`src/rtl/intc_pkg.sv`:
```
// intc_pkg -- shared definitions for the interrupt controller front end.
//
// Contents:
//   state_t   : controller state (IDLE, REQ, SERVICE)
//   NIRQ_DEF  : default number of interrupt lines
//   TMO_DEF   : default acknowledge timeout in clk cycles
//   VEC_W     : width of the vector index for the default line count
//   CNT_W     : width of the timeout counter (covers TMO up to 255)

package intc_pkg;

    localparam int NIRQ_DEF = 4;
    localparam int TMO_DEF  = 16;
    localparam int VEC_W    = $clog2(NIRQ_DEF);
    localparam int CNT_W    = 8;

    typedef enum logic [1:0] {
        IDLE    = 2'd0,
        REQ     = 2'd1,
        SERVICE = 2'd2
    } state_t;

endpackage

```
`src/rtl/intc_edge_sync.sv`:
```
// intc_edge_sync -- per-line input conditioning for the interrupt front end.
//
// Turns one raw, asynchronous event line into a one-cycle rise strobe that
// is aligned to clk.
//
// Build option:
//   INTC_SYNC_EN defined   : a two-flop synchronizer sits in front of the
//                            edge detector (rise strobe 3 cycles after the
//                            first sampling edge).
//   INTC_SYNC_EN undefined : irq goes straight into the edge detector
//                            (rise strobe 1 cycle after the first sampling edge).
//
// Ports:
//   clk   : clock
//   reset : synchronous active-high reset, clears every flop
//   irq   : raw event line, rising edge significant
//   rise  : high for one cycle per detected rising edge

module intc_edge_sync (
    input  logic clk,
    input  logic reset,
    input  logic irq,
    output logic rise
);

    logic src;
    logic cur;
    logic prev;

`ifdef INTC_SYNC_EN
    logic meta;
    logic sync;

    // Two-flop synchronizer: the first flop may go metastable, the second
    // gives it a full cycle to settle before the edge detector looks at it.
    always_ff @(posedge clk) begin
        if (reset) begin
            meta <= 1'b0;
            sync <= 1'b0;
        end else begin
            meta <= irq;
            sync <= meta;
        end
    end

    assign src = sync;
`else
    assign src = irq;
`endif

    // Edge detector history.  Both flops clear on reset, so a line that is
    // already high when reset releases is seen as exactly one fresh edge.
    always_ff @(posedge clk) begin
        if (reset) begin
            cur  <= 1'b0;
            prev <= 1'b0;
        end else begin
            cur  <= src;
            prev <= cur;
        end
    end

    assign rise = cur & ~prev;

endmodule

```
`src/rtl/intc_front.sv`:
```
// intc_front -- interrupt controller front end.
//
// Latches rising edges of the external lines into a pending register,
// picks the lowest-index unmasked pending line, presents it to the CPU as a
// one-hot request and tracks the acknowledge / end-of-interrupt handshake.
// A request left unacknowledged for TMO cycles is withdrawn (pending kept)
// and a sticky timeout flag is raised.
//
// Build option: INTC_SYNC_EN adds a two-flop synchronizer per line inside
// intc_edge_sync (see that file).
//
// Parameters:
//   NIRQ : number of interrupt lines
//   TMO  : acknowledge timeout in clk cycles (2..255)
//
// Ports:
//   clk        : clock
//   reset      : synchronous active-high reset
//   irq_in     : raw event lines, rising edge significant
//   mask_we    : write strobe for the mask register
//   mask_d     : new mask value (1 = line masked)
//   ack        : CPU acknowledge of the presented request
//   eoi        : CPU end-of-interrupt
//   ie         : one-hot request to the CPU (bit 0 -> ie1 ... bit 3 -> ie4)
//   vec        : index of the presented / in-service line
//   pending    : latched edges not yet acknowledged
//   in_service : high while a handler is running
//   tmo_flag   : sticky acknowledge-timeout indication

module intc_front
    import intc_pkg::*;
#(
    parameter int NIRQ = NIRQ_DEF,
    parameter int TMO  = TMO_DEF
) (
    input  logic                    clk,
    input  logic                    reset,
    input  logic [NIRQ-1:0]         irq_in,
    input  logic                    mask_we,
    input  logic [NIRQ-1:0]         mask_d,
    input  logic                    ack,
    input  logic                    eoi,
    output logic [NIRQ-1:0]         ie,
    output logic [$clog2(NIRQ)-1:0] vec,
    output logic [NIRQ-1:0]         pending,
    output logic                    in_service,
    output logic                    tmo_flag
);

    localparam int VW = $clog2(NIRQ);
    localparam logic [CNT_W-1:0] TMO_LAST = CNT_W'(TMO - 1);

    logic [NIRQ-1:0]  rise;
    logic [NIRQ-1:0]  mask;
    logic [NIRQ-1:0]  cand;
    logic [NIRQ-1:0]  ack_clr;
    logic [NIRQ-1:0]  ie_nxt;
    logic [VW-1:0]    vec_nxt;
    logic [VW-1:0]    win;
    logic [CNT_W-1:0] cnt;
    logic [CNT_W-1:0] cnt_nxt;
    logic             tmo_set;
    state_t           state;
    state_t           state_nxt;

    for (genvar g = 0; g < NIRQ; g++) begin : g_line
        intc_edge_sync u_edge (
            .clk   (clk),
            .reset (reset),
            .irq   (irq_in[g]),
            .rise  (rise[g])
        );
    end

    // Priority pick over the registered candidate set.  Scanning from the
    // top down lets the lowest index overwrite everything above it, so
    // line 0 always wins.
    always_comb begin
        win = '0;
        for (int i = NIRQ - 1; i >= 0; i--) begin
            if (cand[i]) begin
                win = VW'(i);
            end
        end
    end

    // Next-state and registered-output logic.  ie/vec are loaded together
    // with the move into REQ so they are valid on the very first REQ cycle,
    // and they are never recomputed while in REQ, which is what freezes the
    // winner against later edges or mask writes.  ack takes priority over
    // the timeout on the last REQ cycle.
    always_comb begin
        state_nxt = state;
        ie_nxt    = ie;
        vec_nxt   = vec;
        cnt_nxt   = cnt;
        ack_clr   = '0;
        tmo_set   = 1'b0;
        case (state)
            IDLE: begin
                if (|cand) begin
                    state_nxt = REQ;
                    ie_nxt    = NIRQ'(1) << win;
                    vec_nxt   = win;
                    cnt_nxt   = '0;
                end
            end
            REQ: begin
                if (ack) begin
                    state_nxt = SERVICE;
                    ie_nxt    = '0;
                    ack_clr   = ie;
                end else if (cnt == TMO_LAST) begin
                    state_nxt = IDLE;
                    ie_nxt    = '0;
                    tmo_set   = 1'b1;
                end else begin
                    cnt_nxt = cnt + 1'b1;
                end
            end
            SERVICE: begin
                if (eoi) begin
                    state_nxt = IDLE;
                end
            end
            default: begin
                state_nxt = IDLE;
                ie_nxt    = '0;
            end
        endcase
    end

    // FSM state register together with the registered CPU-facing request
    // outputs and the REQ dwell counter.
    always_ff @(posedge clk) begin
        if (reset) begin
            state <= IDLE;
            ie    <= '0;
            vec   <= '0;
            cnt   <= '0;
        end else begin
            state <= state_nxt;
            ie    <= ie_nxt;
            vec   <= vec_nxt;
            cnt   <= cnt_nxt;
        end
    end

    // Pending, mask, candidate and timeout-flag bookkeeping.  A fresh edge
    // is OR-ed in after the acknowledge clear so a same-cycle edge survives.
    // The candidate set is a registered snapshot of unmasked pending lines;
    // it gives the extra cycle between pending becoming visible and ie
    // rising, and it means a mask write only takes effect a cycle later.
    // The timeout set beats a simultaneous mask-write clear so a timeout is
    // never lost.
    always_ff @(posedge clk) begin
        if (reset) begin
            pending  <= '0;
            mask     <= '0;
            cand     <= '0;
            tmo_flag <= 1'b0;
        end else begin
            pending <= (pending & ~ack_clr) | rise;
            cand    <= pending & ~mask;
            if (mask_we) begin
                mask <= mask_d;
            end
            if (tmo_set) begin
                tmo_flag <= 1'b1;
            end else if (mask_we) begin
                tmo_flag <= 1'b0;
            end
        end
    end

    assign in_service = (state == SERVICE);

endmodule

```
`config.mk`:
```
export PLATFORM = sky130hd
export DESIGN_NAME = intc_front
export DESIGN_NICKNAME = d
export VERILOG_FILES = /design/src/rtl/intc_pkg.sv /design/src/rtl/intc_edge_sync.sv /design/src/rtl/intc_front.sv
export SDC_FILE = /design/constraint.sdc
export NUM_CORES = 1
export LEC_CHECK = 0
export BUFFER_PORTS_ARGS = -buffer_cell sky130_fd_sc_hd__buf_2
export CORE_MARGIN = 2
export CORE_UTILIZATION = 45
export CTS_BUF_LIST = sky130_fd_sc_hd__clkbuf_8
export DETAILED_ROUTE_END_ITERATION = 12
export PLACE_DENSITY = 0.8
export REMOVE_ABC_BUFFERS = 1
export SYNTH_ARGS = -nofsm -noshare
export SYNTH_HDL_FRONTEND = slang
export SYNTH_SLANG_ARGS = --single-unit
```
`constraint.sdc`:
```
create_clock -name clk -period 1.7 [get_ports clk]
set_input_delay 0.425 -clock clk [delete_from_list [all_inputs] [get_ports clk]]
set_output_delay 0.425 -clock clk [all_outputs]
set_load 0.005 [all_outputs]
```
==> results of run 1 <==
-- metrics by stage --
stage                     setup WS [ns]  std cells  TNS, ns
after floorplan                  0.0850        145        0
after global placement           0.0467        222        0
after detailed placement        -0.0185        222  -0.0185
after CTS                        0.0128        230        0
after global routing             0.0379        230        0
final                            0.0651        230        0
-- cell families after synthesis --
group | Yosys count | share of synthesized area [%]
AO/OA/AOI/OAI | 30 | 15.1
XOR/XNOR | 1 | 0.600
adder cells (fa/ha/maj) | 1 | 0.857
buffers and inverters | 8 | 2.57
flip-flops | 37 | 50.7
multiplexers | 5 | 3.51
AND/OR/NAND/NOR | 68 | 26.7
-- registers in the layout (all words and copies together), names as in the netlist --
signal,flops
g_line.u_edge.prev,4
cand,4
pending,4
ie,4
mask,4
state,2
cnt,8
g_line.u_edge.cur,4
vec,2
tmo_flag,1
-- layout make-up --
type,count,area (sq um)
fillers,265,1270
flip-flops and latches,37,741
multi-input cells,105,696
repair buffers,33,188
clock buffers,6,82.6
well taps,44,55.1
clock inverters,2,33.8
inverters,3,11.3
-- per-layer routing --
metal  share of wire, %  wire (um)  GRT usage (%)
met2                 48       1450           29.2
met5                  0          0              0
met1                 45       1370           21.3
met3                4.9        148           6.40
met4                1.5         44           7.45
-- layout by cell type, fill, tap and decap left out, types with 2 or more instances in the layout --
cell / instances
mux2i_1: 4
inv_1: 4
a21oi_1: 10
dfxtp_1: 37
and3_1: 2
a22o_1: 2
a32o_1: 2
nand2b_1: 3
nor3_1: 3
clkbuf_8: 6
nor2b_1: 14
nand3_1: 5
nor3b_1: 5
buf_4: 9
o21ai_0: 3
nor2_1: 15
nand2_1: 8
buf_2: 24
a31oi_1: 3
-- critical path, cell delays in order, from the launching register on --
cell and delay (ns):
dfxtp_1 0.33, ha_2 0.21, and3_4 0.20, and3_2 0.22
o21a_1 0.22, a221o_1 0.35
-- power by group --
part / switching, mW / leakage (nW) / internal, mW
registers: 0.0257 / 0.302 / 0.904
logic: 0.0877 / 0.402 / 0.0904
clock network: 0.298 / 0.0626 / 0.472
-- worst min-delay path by stage --
| stage | endpoint | slack [ns] | cells after the start |
|---|---|---|---|
| after CTS | g_line[1].u_edge.cur | 0.34 | 2 |
| final | g_line[1].u_edge.cur | 0.34 | 2 |
| after global placement | cand[3] | 0.41 | 1 |
| after detailed placement | cand[0] | 0.42 | 1 |
| after floorplan | cand[0] | 0.39 | 1 |
| after global routing | g_line[0].u_edge.cur | 0.36 | 2 |
==> qor.yml, run 1 <==
status: "finished, final reports clean"
avgSynthCellArea_sq_um: 9.73
fin_crit_sh_pct: 96.2
yosys_most_used_dff: "dfxtp_1"
maxSlewViolCount: 0
fin_crit_ns: 1.63
end_kind: "register"
ios: 25
finalSetupViolations: 0
gp_congestion: 0.909
max_slew_margin_pct: 78.5
grt.total_usage_pct: 17.8
grt_overflow_total: 0
cts_buffers: 5
max-cap-violations: 0
path_clk_slew_ns: 0.07
skew_ns: 0.00222
finalInstanceArea_sq_mm: 0.00181
timing.final.hold_violations: 0
fp.dieH_um: 61.0
yosysSeqAreaShare_pct: 50.7
remaining_drc_errors: 0
clk_latency_ns: 0.29
arrival_ns: 1.81
grt_max_degree: 17
drt_first_iter_violations: 21
num_antenna_cells: 0
synth_area_leader_cell: "dfxtp_1"
start_kind: "register"
r2r-end: "cnt[7]"
cts_resized: 0
critical_path_peak_fanout: 5
reg2reg_from: "cnt[0]"
cts_num_sinks: 37
grt_pass1_wl_mm: 4.77
dpl_cell_area_sq_mm: 0.00168
synth_edf_count: 0
die_area_sq_mm: 0.00372
first_global_vias: 1105
area_delta_synth_final_pct: 23.7
required_ns: 1.88
initial_core_util_pct: 47.4
critPathLaunch: "cnt[0]"
hold_slack_ns: 0.343
hold_path.class: "input pin to register"
num_rows: 20
r2r_slack_ns: 0.07
yosysMostFrequentCell: "dfxtp_1"
via_per_inst: 5.10
layout-drive-gt1-share_pct: 29.0
die_x_um: 61.0
yosys_register_bits: 37
fmax_mhz: 612
cts-root-buf: "clkbuf_8"
ant_nets: 0
core-area_sq_mm: 0.00308
reg2reg_depth: 5
critPathKind: "register to register"
p_leak_nw: 0.768
cts_hold_buf: 0
tightestPinTransition_ns: 0.323
rsz0062_at_grt: "no"
synth_top_area_share_pct: 50.7
routed_wl_mm: 3.01
synthTopCellsByArea: "dfxtp_1 51%, nor2b_1 6.0%, nor2_1 3.9%"
nets: 199
async_reset_ff_share_pct: 0
ys_types: 44
post_cts_buffers: 0
p_per_area_mw_per_mm2: 1040
power_mw: 1.88
via_count: 1174
ir_drop_v: 0.000605
firstDrtPassIters: 4
synthCells: 150
fin_util_pct: 58.7
netlist_area_sq_mm: 0.00146
cts_buffer_depth: 2
cts-htree-levels: 2
hold_start: "irq_in[1]"
wl_per_cell_um: 13.1
synthTopCellsByCount: "37 x dfxtp_1, 15 x nor2_1, 14 x nor2b_1, 10 x a21oi_1, 8 x nand2_1"
antenna_found_initial: 0
cts_tree: "done"
ys.warnings.count: 0
crit_path_end: "cnt[7]"
io_buffer_count: 24
dp_hpwl_mm: 2.18
Power figures use the tool's default switching activity.
==> run 2: changes to the inputs <==
--- a/config.mk
+++ b/config.mk
@@ -12,6 +12,7 @@
 export DETAILED_ROUTE_END_ITERATION = 12
 export PLACE_DENSITY = 0.8
 export REMOVE_ABC_BUFFERS = 1
+export SLEW_MARGIN = 10
 export SYNTH_ARGS = -nofsm -noshare
 export SYNTH_HDL_FRONTEND = slang
 export SYNTH_SLANG_ARGS = --single-unit
==> constraint.sdc (replaced) <==
create_clock -name clk -period 1.7 [get_ports clk]
set_input_delay 0.425 -clock clk [delete_from_list [all_inputs] [get_ports clk]]
set_output_delay 0.425 -clock clk [all_outputs]
set_load 0.1 [all_outputs]
==> qor.yml, run 2 (same netlist as run 1, synthesis figures left out) <==
finalInstanceArea_sq_mm: 0.00180  # was 0.00181 sq mm
reg2reg_from: "cnt[0]"  # unchanged
gp_congestion: 0.881  # was 0.909
skew_ns: 0.00706  # was 0.00222 ns
fin_crit_sh_pct: 95.8  # was 96.2%
critPathBufInv: 1  # was 0
routed_wl_mm: 2.89  # was 3.01 mm
final_cell_mix: "35 x dfxtp_1, 23 x buf_2, 15 x nor2_1"  # was 37 x dfxtp_1, 24 x buf_2, 15 x nor2_1
dp_hpwl_mm: 2.14  # was 2.18 mm
max_slew_margin_pct: 67.3  # was 78.5%
initial_core_util_pct: 47.4  # unchanged
final_common_cell: "dfxtp_1"  # unchanged
path_clk_slew_ns: 0.08  # was 0.07 ns
end_kind: "register"  # unchanged
fp.dieH_um: 61.0  # unchanged
comb_power_share_pct: 15.5  # was 9.5%
p_per_area_mw_per_mm2: 1010  # was 1040 mW/mm^2
dpl_worst_slack_ns: 0.00856  # was -0.0185 ns
timing.final.hold_violations: 0  # unchanged
grt.total_usage_pct: 17.5  # was 17.8%
firstDrtPassIters: 4  # unchanged
critPathKind: "register to register"  # unchanged
crit_family: "simple AND/OR/NAND/NOR gates"  # was compound AO/OA/AOI/OAI gates
fmax_mhz: 614  # was 612 MHz
die_area_sq_mm: 0.00372  # unchanged
fin_crit_ns: 1.63  # about the same
wl_per_cell_um: 12.6  # was 13.1 um
r2r_slack_ns: 0.07  # about the same
p_int_mw: 1.29  # was 1.47 mW
cts_num_sinks: 37  # unchanged
area_delta_synth_final_pct: 23.3  # was 23.7%
cts-htree-levels: 2  # unchanged
ir_drop_v: 0.000529  # was 0.000605 V
slowest_delay_ns: 0.34  # was 0.35 ns
die_x_um: 61.0  # unchanged
core-area_sq_mm: 0.00308  # unchanged
largest_register: "cnt"  # unchanged
fin_util_pct: 58.5  # was 58.7%
hold_start: "irq_in[3]"  # was irq_in[1]
setup_tns_ns: 0  # unchanged
hold_end: "g_line[3].u_edge.cur"  # was g_line[1].u_edge.cur
p_sw_share_pct: 29.3  # was 21.9%
grt_overflow_total: 0  # unchanged
remaining_drc_errors: 0  # unchanged
cts-root-buf: "clkbuf_8"  # unchanged
critical_path.slowest_cell: "dfxtp_2"  # was a221o_1
clkPwrFrac_pct: 33.4  # was 41.0%
p_leak_nw: 0.748  # was 0.768 nW
clk_latency_ns: 0.29  # about the same
drt_first_iter_violations: 34  # was 21
power_frac_seq_pct: 51.1  # was 49.5%
cts_buffer_depth: 2  # unchanged
largest_reg_flops: 8  # unchanged
p_sw_mw: 0.534  # was 0.411 mW
required_ns: 1.91  # was 1.88 ns
num_antenna_cells: 0  # unchanged
hold_path.class: "input pin to register"  # unchanged
cts_buffers: 5  # unchanged
first_global_vias: 1036  # was 1105
tightestPinTransition_ns: 0.494  # was 0.323 ns
num_rows: 20  # unchanged
max-cap-violations: 0  # unchanged
critical_path_peak_fanout: 4  # was 5
r2r-end: "cnt[5]"  # was cnt[7]
grt_max_degree: 24  # was 17
fin_ws_ns: 0.0715  # was 0.0651 ns
maxSlewViolCount: 0  # unchanged
finalSetupViolations: 0  # unchanged
rsz0062_at_grt: "yes"  # was no
ant_nets: 0  # unchanged
via_per_inst: 5.21  # was 5.10
start_kind: "register"  # unchanged
nets: 198  # was 199
arrival_ns: 1.84  # was 1.81 ns
status: "finished, final reports clean"  # unchanged
via_count: 1192  # was 1174
grt_pass1_wl_mm: 4.61  # was 4.77 mm
hold_depth: 2  # unchanged
io_buffer_count: 24  # unchanged
reg2reg_depth: 6  # was 5
crit_chain: "ha_4 -> and3_4 -> buf_4 -> a21bo_2 -> or3_1 -> a31oi_1"  # was ha_2 -> and3_4 -> and3_2 -> o21a_1 -> a221o_1
layout-drive-gt1-share_pct: 30.3  # was 29.0%
dpl_cell_area_sq_mm: 0.00168  # about the same
ios: 25  # unchanged
cts_tree: "done"  # unchanged
antenna_found_initial: 0  # unchanged
[run 2: worst max-delay path by stage]
stage / start / end / cells past startpoint
finish: cnt[0] / cnt[5] / 6
global route: cnt[0] / cnt[5] / 6
CTS: cnt[0] / cnt[5] / 6
detailed placement: ack / cnt[7] / 5
global placement: ack / cnt[7] / 5
floorplan: cnt[0] / cnt[7] / 5
[run 2: area by class of cell]
cell class                 count  area [sq um]
clock inverter                 3          21.3
multi-input combinational    105           706
clock buffer                   5          68.8
inverter                       3          11.3
timing repair buffer          32           195
tap                           44          55.1
sequential                    37           743
fill                         271          1280
[run 2: power groups by stage]
stage | Clock [mW] | Combinational [mW] | Sequential, mW
6_report | 0.608 | 0.283 | 0.931
5_1_grt | 0.670 | 0.300 | 0.937
4_1_cts | 0.627 | 0.282 | 0.930
3_5_place_dp | 0 | 0.281 | 0.950
2_1_floorplan | 0 | 0.106 | 1.04
3_3_place_gp | 0 | 0.276 | 0.948
[run 2: metrics by stage]
step | total power [mW] | hold slack, ns | std cells
final | 1.82 | 0.338 | 229
after global routing | 1.91 | 0.328 | 229
after CTS | 1.84 | 0.327 | 229
after detailed placement | 1.23 | 0.416 | 221
after global placement | 1.22 | 0.407 | 221
after floorplan | 1.15 | 0.394 | 145
[run 2: what timing repair did]
| item | 4_1_cts | 5_1_grt |
|---|---|---|
| setup buffers | 0 | 0 |
| endpoints found under the setup margin | 0 | 4 |
| hold buffers | 0 | 0 |
| resized for setup | 0 | 6 |
| hold endpoints to repair | 0 | 0 |
[run 2: layer usage]
| metal | GRT usage, % | wire length (um) |
|---|---|---|
| met2 | 26.6 | 1340 |
| met3 | 6.61 | 137 |
| met4 | 9.94 | 76 |
| met1 | 21.4 | 1330 |
| met5 | 0 | 0 |
==> run 3: changes to the inputs <==
--- a/config.mk
+++ b/config.mk
@@ -12,7 +12,7 @@
 export DETAILED_ROUTE_END_ITERATION = 12
 export PLACE_DENSITY = 0.8
 export REMOVE_ABC_BUFFERS = 1
-export SLEW_MARGIN = 10
+export SETUP_SLACK_MARGIN = 0.2
 export SYNTH_ARGS = -nofsm -noshare
 export SYNTH_HDL_FRONTEND = slang
 export SYNTH_SLANG_ARGS = --single-unit
==> constraint.sdc (replaced) <==
create_clock -name clk -period 1.7 [get_ports clk]
set_input_delay 0.425 -clock clk [delete_from_list [all_inputs] [get_ports clk]]
set_output_delay 0.425 -clock clk [all_outputs]
set_load 0.005 [all_outputs]
==> qor.yml, run 3 (same netlist as run 1, synthesis figures left out) <==
clk_latency_ns: 0.29  # about the same
ios: 25  # unchanged
largest_register: "cnt"  # unchanged
firstDrtPassIters: 4  # unchanged
num_rows: 20  # unchanged
largest_reg_flops: 8  # unchanged
reg2reg_depth: 6  # unchanged
hold_depth: 2  # unchanged
grt.total_usage_pct: 19.6  # was 17.5%
setup_tns_ns: 0  # unchanged
dr_wl_met2_mm: 1.71  # was 1.34 mm
dp_hpwl_mm: 2.18  # was 2.14 mm
cts_num_sinks: 37  # unchanged
antenna_found_initial: 0  # unchanged
skew_ns: 0.00264  # was 0.00706 ns
critPathKind: "register to register"  # unchanged
cts-htree-levels: 2  # unchanged
hold_path.class: "input pin to register"  # unchanged
hold_end: "g_line[1].u_edge.cur"  # was g_line[3].u_edge.cur
r2r-end: "cnt[5]"  # unchanged
fin_crit_ns: 1.54  # was 1.63 ns
p_leak_nw: 0.823  # was 0.748 nW
final_cell_mix: "27 x dfxtp_1, 24 x buf_2, 16 x buf_4"  # was 35 x dfxtp_1, 23 x buf_2, 15 x nor2_1
grt_max_degree: 17  # was 24
finalSetupViolations: 0  # unchanged
gp_congestion: 0.909  # was 0.881
max-cap-violations: 0  # unchanged
fp.dieH_um: 61.0  # unchanged
maxSlewViolCount: 0  # unchanged
arrival_ns: 1.76  # was 1.84 ns
reg2reg_from: "cnt[0]"  # unchanged
num_antenna_cells: 0  # unchanged
grt_pass1_wl_mm: 5.21  # was 4.61 mm
ir_drop_v: 0.000606  # was 0.000529 V
placed_cells: 222  # was 221
cts_tree: "done"  # unchanged
drt_first_iter_violations: 20  # was 34
instances_no_fill: 238  # was 229
cts_buffer_depth: 2  # unchanged
tightestPinTransition_ns: 0.284  # was 0.494 ns
routed_wl_mm: 3.42  # was 2.89 mm
hold_start: "irq_in[1]"  # was irq_in[3]
fin_crit_sh_pct: 90.5  # was 95.8%
cts-root-buf: "clkbuf_8"  # unchanged
path_clk_slew_ns: 0.07  # was 0.08 ns
cts_buffers: 5  # unchanged
via_per_inst: 5.29  # was 5.21
end_kind: "register"  # unchanged
wl_met3_um: 179  # was 137 um
timing.final.hold_violations: 0  # unchanged
rsz0062_at_grt: "yes"  # unchanged
via_count: 1260  # was 1192
remaining_drc_errors: 0  # unchanged
layout-drive-gt1-share_pct: 40.2  # was 30.3%
status: "finished, final reports clean"  # unchanged
top_layer: "met4"  # unchanged
power_mw: 1.91  # was 1.82 mW
fmax_mhz: 650  # was 614 MHz
final_common_cell: "dfxtp_1"  # unchanged
p_per_area_mw_per_mm2: 987  # was 1010 mW/mm^2
required_ns: 1.92  # was 1.91 ns
met1_length_mm: 1.48  # was 1.33 mm
area_delta_synth_final_pct: 32.6  # was 23.3%
r2r_slack_ns: 0.16  # was 0.07 ns
die_area_sq_mm: 0.00372  # unchanged
initial_core_util_pct: 47.4  # unchanged
io_buffer_count: 24  # unchanged
max_slew_margin_pct: 80.9  # was 67.3%
nets: 207  # was 198
critical_path_peak_fanout: 3  # was 4
cts_hold_buf: 0  # unchanged
start_kind: "register"  # unchanged
die_x_um: 61.0  # unchanged
core-area_sq_mm: 0.00308  # unchanged
grt_overflow_total: 0  # unchanged
first_global_vias: 1167  # was 1036
ant_nets: 0  # unchanged
wl_per_cell_um: 14.4  # was 12.6 um
run 3: cell count changes in the layout (fill, tap and decap cells not counted), moves of 2 or more:
| cell | change |
|---|---|
| dfxtp_1 | -8 |
| a21oi_1 | -2 |
| buf_4 | +8 |
| dfxtp_2 | +7 |
run 3: worst max-delay path, cell delays in order, from the launching register on:
cell and delay [ns]:
dfxtp_2 0.34, ha_4 0.16, and3_4 0.19, buf_6 0.12, a21bo_4 0.21, or3_1 0.34
a31oi_1 0.13
run 3: repair_timing:
action / CTS / global route
pin swaps: 2 / 5
setup buffers: 4 / 4
resized for setup: 12 / 13
setup endpoints to repair: 12 / 8
run 3: power breakdown:
part           leakage (nW)  internal, mW  switching [mW]
clock network        0.0626         0.472           0.304
registers             0.308         0.906          0.0285
logic                 0.453         0.107          0.0939
total                 0.823          1.48           0.426
run 3: through the flow:
stage / hold slack [ns] / setup WS [ns] / utilization, % / area, sq um
2_1_floorplan: 0.394 / 0.0850 / - / 1430
3_3_place_gp: 0.407 / 0.0467 / 54.5 / 1680
3_5_place_dp: 0.417 / -0.0185 / 54.5 / 1680
4_1_cts: 0.335 / 0.148 / 60.7 / 1870
5_1_grt: 0.359 / 0.122 / 62.9 / 1940
6_report: 0.342 / 0.162 / 62.9 / 1940
run 3: area by class of cell:
class / count / area (sq um)
clock buffers: 6 / 82.6
clock inverters: 2 / 33.8
fillers: 236 / 1140
inverters: 3 / 11.3
multi-input cells: 105 / 747
flip-flops and latches: 37 / 756
well taps: 44 / 55.1
repair buffers: 41 / 251
run 3: worst max-delay path by stage:
stage                start  endpoint  slack (ns)  cells past startpoint
floorplan           cnt[0]    cnt[7]        0.08                      5
detailed placement     ack    cnt[7]       -0.02                      5
global route        cnt[1]    cnt[5]        0.12                      6
finish              cnt[0]    cnt[5]        0.16                      6
global placement       ack    cnt[7]        0.05                      5
CTS                 cnt[1]    cnt[5]        0.15                      6
run 3: layer usage:
metal	track usage [%]	up-vias
li1	-	617
met1	22.2	599
met2	32.9	37
met3	7.89	7
met4	8.07	0
met5	0	-
